File: src/rtl/sseg_arbiter.sv
// Round-robin arbiter sharing one seven-segment driver between N_REQ requesters.
// Each granted word is held on the display for at least DWELL_EFF cycles before the next grant.
module sseg_arbiter #(
  parameter int N_REQ     = 4,
  parameter int DWELL     = 200_000_000,
  parameter     DBG       = "FALSE",
  parameter int DWELL_DBG = 16
) (
  input  logic                       clk,
  input  logic                       rst,
  input  logic [N_REQ-1:0]           req_valid,
  input  logic [32*N_REQ-1:0]        req_data,
  output logic [N_REQ-1:0]           req_ack,
  output logic [31:0]                disp_din,
  output logic                       disp_load,
  input  logic                       disp_busy,
  output logic [$clog2(N_REQ)-1:0]   grant_id,
  output logic                       active
);

  localparam int DWELL_EFF = (DBG == "TRUE") ? DWELL_DBG : DWELL;
  localparam int CW        = $clog2(DWELL_EFF) + 1;
  localparam int GW        = $clog2(N_REQ);
  localparam logic [CW-1:0] DWELL_LAST = CW'(DWELL_EFF - 1);

  typedef enum logic [1:0] {
    IDLE  = 2'd0,
    LOAD  = 2'd1,
    DWELL_ST = 2'd2
  } state_t;

  state_t          state_reg;
  logic [CW-1:0]   dwell_cnt_reg;
  logic [GW-1:0]   last_grant_reg;
  logic [GW-1:0]   winner;
  logic [GW-1:0]   scan_idx;
  logic            any_valid;
  logic [31:0]     words [N_REQ];

  for (genvar gi = 0; gi < N_REQ; gi++) begin : g_words
    assign words[gi] = req_data[32*gi +: 32];
  end

  // Scan downward in distance so the closest requester after last_grant is the last one written.
  always_comb begin
    winner    = '0;
    scan_idx  = '0;
    any_valid = 1'b0;
    for (int k = N_REQ; k >= 1; k--) begin
      scan_idx = GW'((int'(last_grant_reg) + k) % N_REQ);
      if (req_valid[scan_idx]) begin
        winner    = scan_idx;
        any_valid = 1'b1;
      end
    end
  end

  always_ff @(posedge clk or posedge rst) begin
    if (rst) begin
      state_reg      <= IDLE;
      disp_din       <= '0;
      disp_load      <= 1'b0;
      req_ack        <= '0;
      grant_id       <= '0;
      active         <= 1'b0;
      dwell_cnt_reg  <= '0;
      last_grant_reg <= GW'(N_REQ - 1);
    end else begin
      req_ack   <= '0;
      disp_load <= 1'b0;
      case (state_reg)
        IDLE: begin
          if (any_valid) begin
            disp_din  <= words[winner];
            grant_id  <= winner;
            req_ack   <= N_REQ'(1) << winner;
            active    <= 1'b1;
            state_reg <= LOAD;
          end
        end
        LOAD: begin
          if (!disp_busy) begin
            disp_load     <= 1'b1;
            dwell_cnt_reg <= '0;
            state_reg     <= DWELL_ST;
          end
        end
        DWELL_ST: begin
          // Counter saturates; a busy driver at expiry just stretches the dwell.
          if (dwell_cnt_reg != DWELL_LAST) begin
            dwell_cnt_reg <= dwell_cnt_reg + 1'b1;
          end else if (!disp_busy) begin
            last_grant_reg <= grant_id;
            active         <= 1'b0;
            state_reg      <= IDLE;
          end
        end
        default: begin
          active    <= 1'b0;
          state_reg <= IDLE;
        end
      endcase
    end
  end

endmodule

File: config.mk
export PLATFORM = sky130hd
export DESIGN_NAME = sseg_arbiter
export DESIGN_NICKNAME = d
export VERILOG_FILES = /design/src/rtl/sseg_arbiter.sv
export SDC_FILE = /design/constraint.sdc
export NUM_CORES = 1
export LEC_CHECK = 0
export BUFFER_PORTS_ARGS = -buffer_cell sky130_fd_sc_hd__buf_2
export CAP_MARGIN = 20
export CORE_ASPECT_RATIO = 2
export CORE_MARGIN = 1
export CORE_UTILIZATION = 50
export CTS_BUF_LIST = sky130_fd_sc_hd__clkbuf_4
export CTS_CLUSTER_SIZE = 25
export DETAILED_ROUTE_END_ITERATION = 8
export PLACE_DENSITY_LB_ADDON = 0.05
export SKIP_LAST_GASP = 1
export SYNTH_ARGS = -nofsm -noshare
export SYNTH_HDL_FRONTEND = slang
export SYNTH_SLANG_ARGS = --single-unit
File: constraint.sdc
create_clock -name clk -period 3.05 [get_ports clk]
set_clock_uncertainty 0.2 [all_clocks]
set_input_delay 0.61 -clock clk [delete_from_list [all_inputs] [get_ports clk]]
set_output_delay 0.61 -clock clk [all_outputs]
set_load 0.01 [all_outputs]
# --- Word-level counts from Yosys, hierarchy flattened ---
# Cells that the tools add are included.
# W data, S select, Z words.
totals:
  reg_bits: 73
  inputBits: 135
  output_inout_bits: 40
  wordCells: 73
classes:
  n_addsub: 5
  order_cmp: 5
  n_eq_ne: 8
  shift: 1
  mux: 35
  n_bitwise: 4
  n_reduce_logical: 7
ops:
  columns: ["operator", "n"]
  rows:
  - ["$bmux W32 S2", 1]
  - ["$mux W32", 2]
  - ["$mux W29", 2]
  - ["$pmux W29 S2", 1]
  - ["$add A29 B1 Y29 const B", 1]
  - ["$ne A29 B28 Y1 const B", 1]
  - ["$mux W2", 8]
  - ["$mux W1", 13]
  - ["$lt A2 B3 Y1 const B", 4]
  - ["$ne A2 B2 Y1 const B", 5]
  - ["$bmux W1 S2", 4]
  - ["$mux W4", 2]
  - ["$reduce_and A4 Y1", 2]
  - ["$pmux W2 S3", 1]
  - ["$reduce_and A3 Y1", 2]
  - ["$add A2 B1 Y2 const B", 2]
  - ["$add A2 B2 Y2 const B", 2]
  - ["$shl A1 B2 Y4 const A", 1]
  - ["$ge A3 B3 Y1 const B", 1]
  - ["$not A1 Y1", 3]
  - ["$not A2 Y3", 1]
  - ["$pmux W1 S3", 1]
  - ["$eq A2 B1 Y1 const B", 1]
  - ["$eq A2 B2 Y1 const B", 1]
  - ["3 further kinds", 3]

# --- Depth between registers and ports, before layout ---
logic_depth:
  word_depth: 11
  ltp_mapped: 9

# --- Worst setup path after synthesis ---
# No wires, ideal clock.
synth_path:
  path_type: "input to register"
  start: "input port req_valid[0]"
  end: "register disp_din[0]"
  arrival_ps: 1958
  t_required_ps: 2708
  setup_slack_ps: 750
  path_stages: 9
  n_path_buf: 4
  cell_sequence: "nand2b_1 > a21bo_2 > buf_2 > and3_1 > buf_2 > buf_4 > buf_2 > a211oi_1 > a211oi_1"
synth_via:
  elab_chain_cells: 10
  word_cells_on_any_way: 21
synth_lines:
  columns: ["item", "line_no", "text"]
  rows:
  - ["from (decl)", "11", "input logic [N_REQ-1:0] req_valid,"]
  - ["$bmux W1 S2", "51", "if (req_valid[scan_idx]) begin"]
  - ["$mux W1 (implied by the code)", "51", null]
  - ["$mux W2 (4 in a row)", "51", null]
  - ["$not A2 Y3 (implied by the code)", "74", "disp_din <= words[winner];"]
  - ["$bmux W32 S2", "74", null]
  - ["$mux W32 (implied by the code) (2 in a row)", "74", null]
  - ["to (signal assigned)", "74", null]
  - ["to (decl)", "14", "output logic [31:0] disp_din,"]
# Several ways; a longest one is shown, not always the timed one. The select of a mux whose other input is x is not followed.
# A chain may end at the register's enable or synchronous reset.

# --- Worst setup path in the final report ---
layout_path:
  start: "register dwell_cnt_reg[0]"
  end: "register dwell_cnt_reg[9]"
layout_via:
  elab_chain_cells: 3
  word_cells_on_any_way: 6
layout_lines:
  columns: ["item", "line_no", "text"]
  rows:
  - ["from (decl)", "33", "logic [CW-1:0] dwell_cnt_reg;"]
  - ["from (signal assigned)", "91", "dwell_cnt_reg <= dwell_cnt_reg + 1'b1;"]
  - ["$add A29 B1 Y29 / $ne A29 B28 Y1 (equally long branches)", "91, 90", null]
  - ["$mux W29 / $ne A2 B2 Y1 (equally long branches)", null, null]
  - ["$pmux W29 S2 / $reduce_and A3 Y1 (equally long branches)", null, null]
# Several ways; a longest one is shown, not always the timed one. The select of a mux whose other input is x is not followed.

==> flow_metrics.py <==
metrics = {
    "synth": {
        "yosys.area_share.simple_pct": 16.8,
        "synth_top_area_share_pct": 41.7,
        "avgSynthCellArea_um2": 9.12,
        "synth_top_family_by_area": "compound AO/OA/AOI/OAI gates",
        "yosysSeqAreaShare_pct": 43.0,
        "yosys_warnings": 0,
        "synth_commonest_cells": "71 x dfrtp_1, 65 x a211oi_1, 61 x nor2_1",
        "yosysMostFrequentCell": "dfrtp_1",
        "synthAdderAreaFrac_pct": 0.294,
        "synth-edff-count": 0,
        "synthesis.nets": 603,
        "syn_area_mm2": 0.00426,
        "synth_cells": 467,
        "yosys-top-cells-area": "dfrtp_1 42%, a211oi_1 11%, mux2i_1 8.0%",
        "ys_ff_latch": 73,
        "synth_compound_area_share_pct": 20.8,
        "muxShareOfSynthArea_pct": 8.52,
        "yosysTopAreaCell": "dfrtp_1",
        "async_reset_ff_share_pct": 100,
        "post_synth_num_cell_types": 47,
        "synth_xor_area_share_pct": 3.29,
        "ys.flop_type": "dfrtp_1",
    },
    "final_layout": {
        "nFillCells": 716,
        "fin_cells": 735,
        "antenna_cells": 0,
        "largest_reg_flops": 32,
        "layout.nets": 768,
        "area_growth_pct": 27.4,
        "drive_gt1_share_pct": 34.7,
    },
    "sta": {
        "hold_violations": 0,
        "setup_viol": 0,
        "period_share_pct": 82.1,
        "relSlewSlack_pct": 36.7,
        "fin_crit_ns": 2.50,
        "rsz0062_at_grt": "no",
        "tns_ns": 0,
        "tightest_slew_ns": 0.948,
        "slew_violations": 0,
        "fmax_mhz": 399,
    },
    "clock_tree": {
        "cts_tree": "done",
        "cts-resized-gates": 0,
        "postCtsSetupRepairBufs": 0,
        "cts_buffers": 9,
        "h-tree-depth": 3,
        "clk_pin_slew_ns": 0.12,
        "clk_path_buf_depth": 2,
        "worstSkewPairLatency_ns": 0.43,
        "hold_buffers": 0,
        "cts_root_buf": "clkbuf_4",
        "clock_sinks": 73,
    },
    "floorplanning": {
        "die_h_um": 133,
        "die_w_um": 67.3,
        "initial_utilization_pct": 51.4,
        "die_area_mm2": 0.00891,
        "rows": 47,
        "core_area_mm2": 0.00829,
        "io-pin-count": 175,
    },
    "global_route": {
        "grt_pass1_vias": 4233,
        "grt_pass1_wl_um": 20300,
        "gr-total-overflow": 0,
        "grt_usage_pct": 30.3,
        "grt_antenna_before_repair": 0,
        "grt_max_degree": 74,
    },
    "placed_design": {
        "gp_congestion": 0.876,
        "port_buffers": 174,
        "dpl.hpwl_um": 9490,
        "placed_cells": 719,
    },
    "power_and_ir_drop": {
        "power.switching_w": 0.00133,
        "powerDensity_mw_per_mm2": 649,
        "ir_drop_mv": 0.343,
        "power_w": 0.00352,
        "switching_share_pct": 37.9,
        "p_clk_share_pct": 21.4,
        "power.share.combinational_pct": 38.1,
        "power.share.sequential_pct": 40.5,
        "p_int_w": 0.00219,
        "leakage_nw": 2.59,
    },
    "route": {
        "top_layer": "met4",
        "drt-pass1-iter-count": 4,
        "ant_nets": 0,
        "wl_met1_um": 4430,
        "met2_wirelength_um": 6990,
        "vias": 4192,
        "vias_per_cell": 5.70,
        "wl_per_cell_um": 17.2,
        "drc": 0,
        "met3_wirelength_um": 654,
        "routed_wl_um": 12600,
        "drtIter0Drc": 274,
    },
    "worst_setup_path": {
        "crit_path_cell_trace": "ha_1, nand3_1, or3_1, o31ai_4, o21ai_0, a21oi_1",
        "slowest_delay_ns": 0.63,
        "critPathLaunch": "dwell_cnt_reg[0]$_DFFE_PP0P_",
        "criticalPathCategory": "flip-flop to flip-flop",
        "reg2reg_slack_ns": 0.55,
        "worstReg2RegStart": "dwell_cnt_reg[0]$_DFFE_PP0P_",
        "endpoint_kind": "flip-flop",
        "cp_num_buf_inv": 0,
        "required_ns": 3.21,
        "critPathLaunchType": "flip-flop",
        "slowest_stage": "o31ai_4",
        "cp_max_fo": 17,
        "crit_family": "compound AO/OA/AOI/OAI gates",
        "arrival_ns": 2.66,
    },
    "worst_hold_path": {
        "hold_class": "input port to async pin",
    },
    "status": {
        "status": "complete, no violations",
    },
    "job": {
        "drv_cap": 0,
    },
}
## cell usage in the layout (no fill, tap or decap), types with 12 or more instances in the layout
cell type / n
a211oi_1: 65
inv_1: 39
buf_2: 174
dfrtp_1: 71
nand3_1: 16
nor2_1: 60
mux2i_1: 34
nand2_1: 14
a31oi_1: 32
buf_4: 12
## final timing paths
check,cells after the start,endpoint
max reg2reg,6,dwell_cnt_reg[9]$_DFFE_PP0P_
max,6,dwell_cnt_reg[9]$_DFFE_PP0P_
min reg2reg,1,dwell_cnt_reg[6]$_DFFE_PP0P_
max in group asynchronous,3,last_grant_reg[1]$_DFFE_PP1P_
min in group clk,3,disp_din[5]$_DFFE_PP0P_
min,3,disp_din[11]$_DFFE_PP0P_
## power by group through the flow
| stage | clock network [W] | registers, W | logic [W] |
|---|---|---|---|
| floorplan | 0 | 0.00151 | 0.000686 |
| global placement | 0 | 0.00143 | 0.00132 |
| detailed placement | 0 | 0.00144 | 0.00135 |
| CTS | 0.000766 | 0.00142 | 0.00135 |
| global route | 0.000799 | 0.00146 | 0.00149 |
| finish | 0.000754 | 0.00142 | 0.00134 |
## worst min-delay path, delay by kind of cell
kind,cells,cell delay (ns)
buffers and inverters,3,0.48
## routing by layer
metal	up-vias	global-route usage (%)
met2	159	53.4
met4	0	17.0
met1	1970	31.6
met3	37	6.47
met5	-	0
li1	2026	-
## cells by family after synthesis
| group | Yosys count |
|---|---|
| and+or+nand+nor | 142 |
| AOI/OAI and AO/OA | 124 |
| buffers and inverters | 75 |
| DFF | 73 |
| muxes | 36 |
| xor gates and xnor gates | 16 |
| adders and majority gates | 1 |
## area by class of cell
cell class	instances	area, um2	area share [%]
sequential	73	1830	33.7
multi-input combinational	319	2130	39.2
clock inverter	7	109	2.01
timing repair buffer	189	1020	18.8
inverter	40	150	2.77
tap	98	123	2.26
clock buffer	9	67.6	1.25
## stage by stage
stage          worst slack [ns]  area, um2  hold slack [ns]  util [%]
3_3_place_gp              0.498       5250            0.289      63.3
6_report                  0.545       5430           0.0390      65.4
3_5_place_dp              0.405       5250            0.305      63.3
4_1_cts                   0.520       5430           0.0367      65.4
5_1_grt                   0.408       5430           0.0624      65.4
2_1_floorplan             0.390       4260            0.265         -
Note: power is estimated with default switching activity, not from simulation.
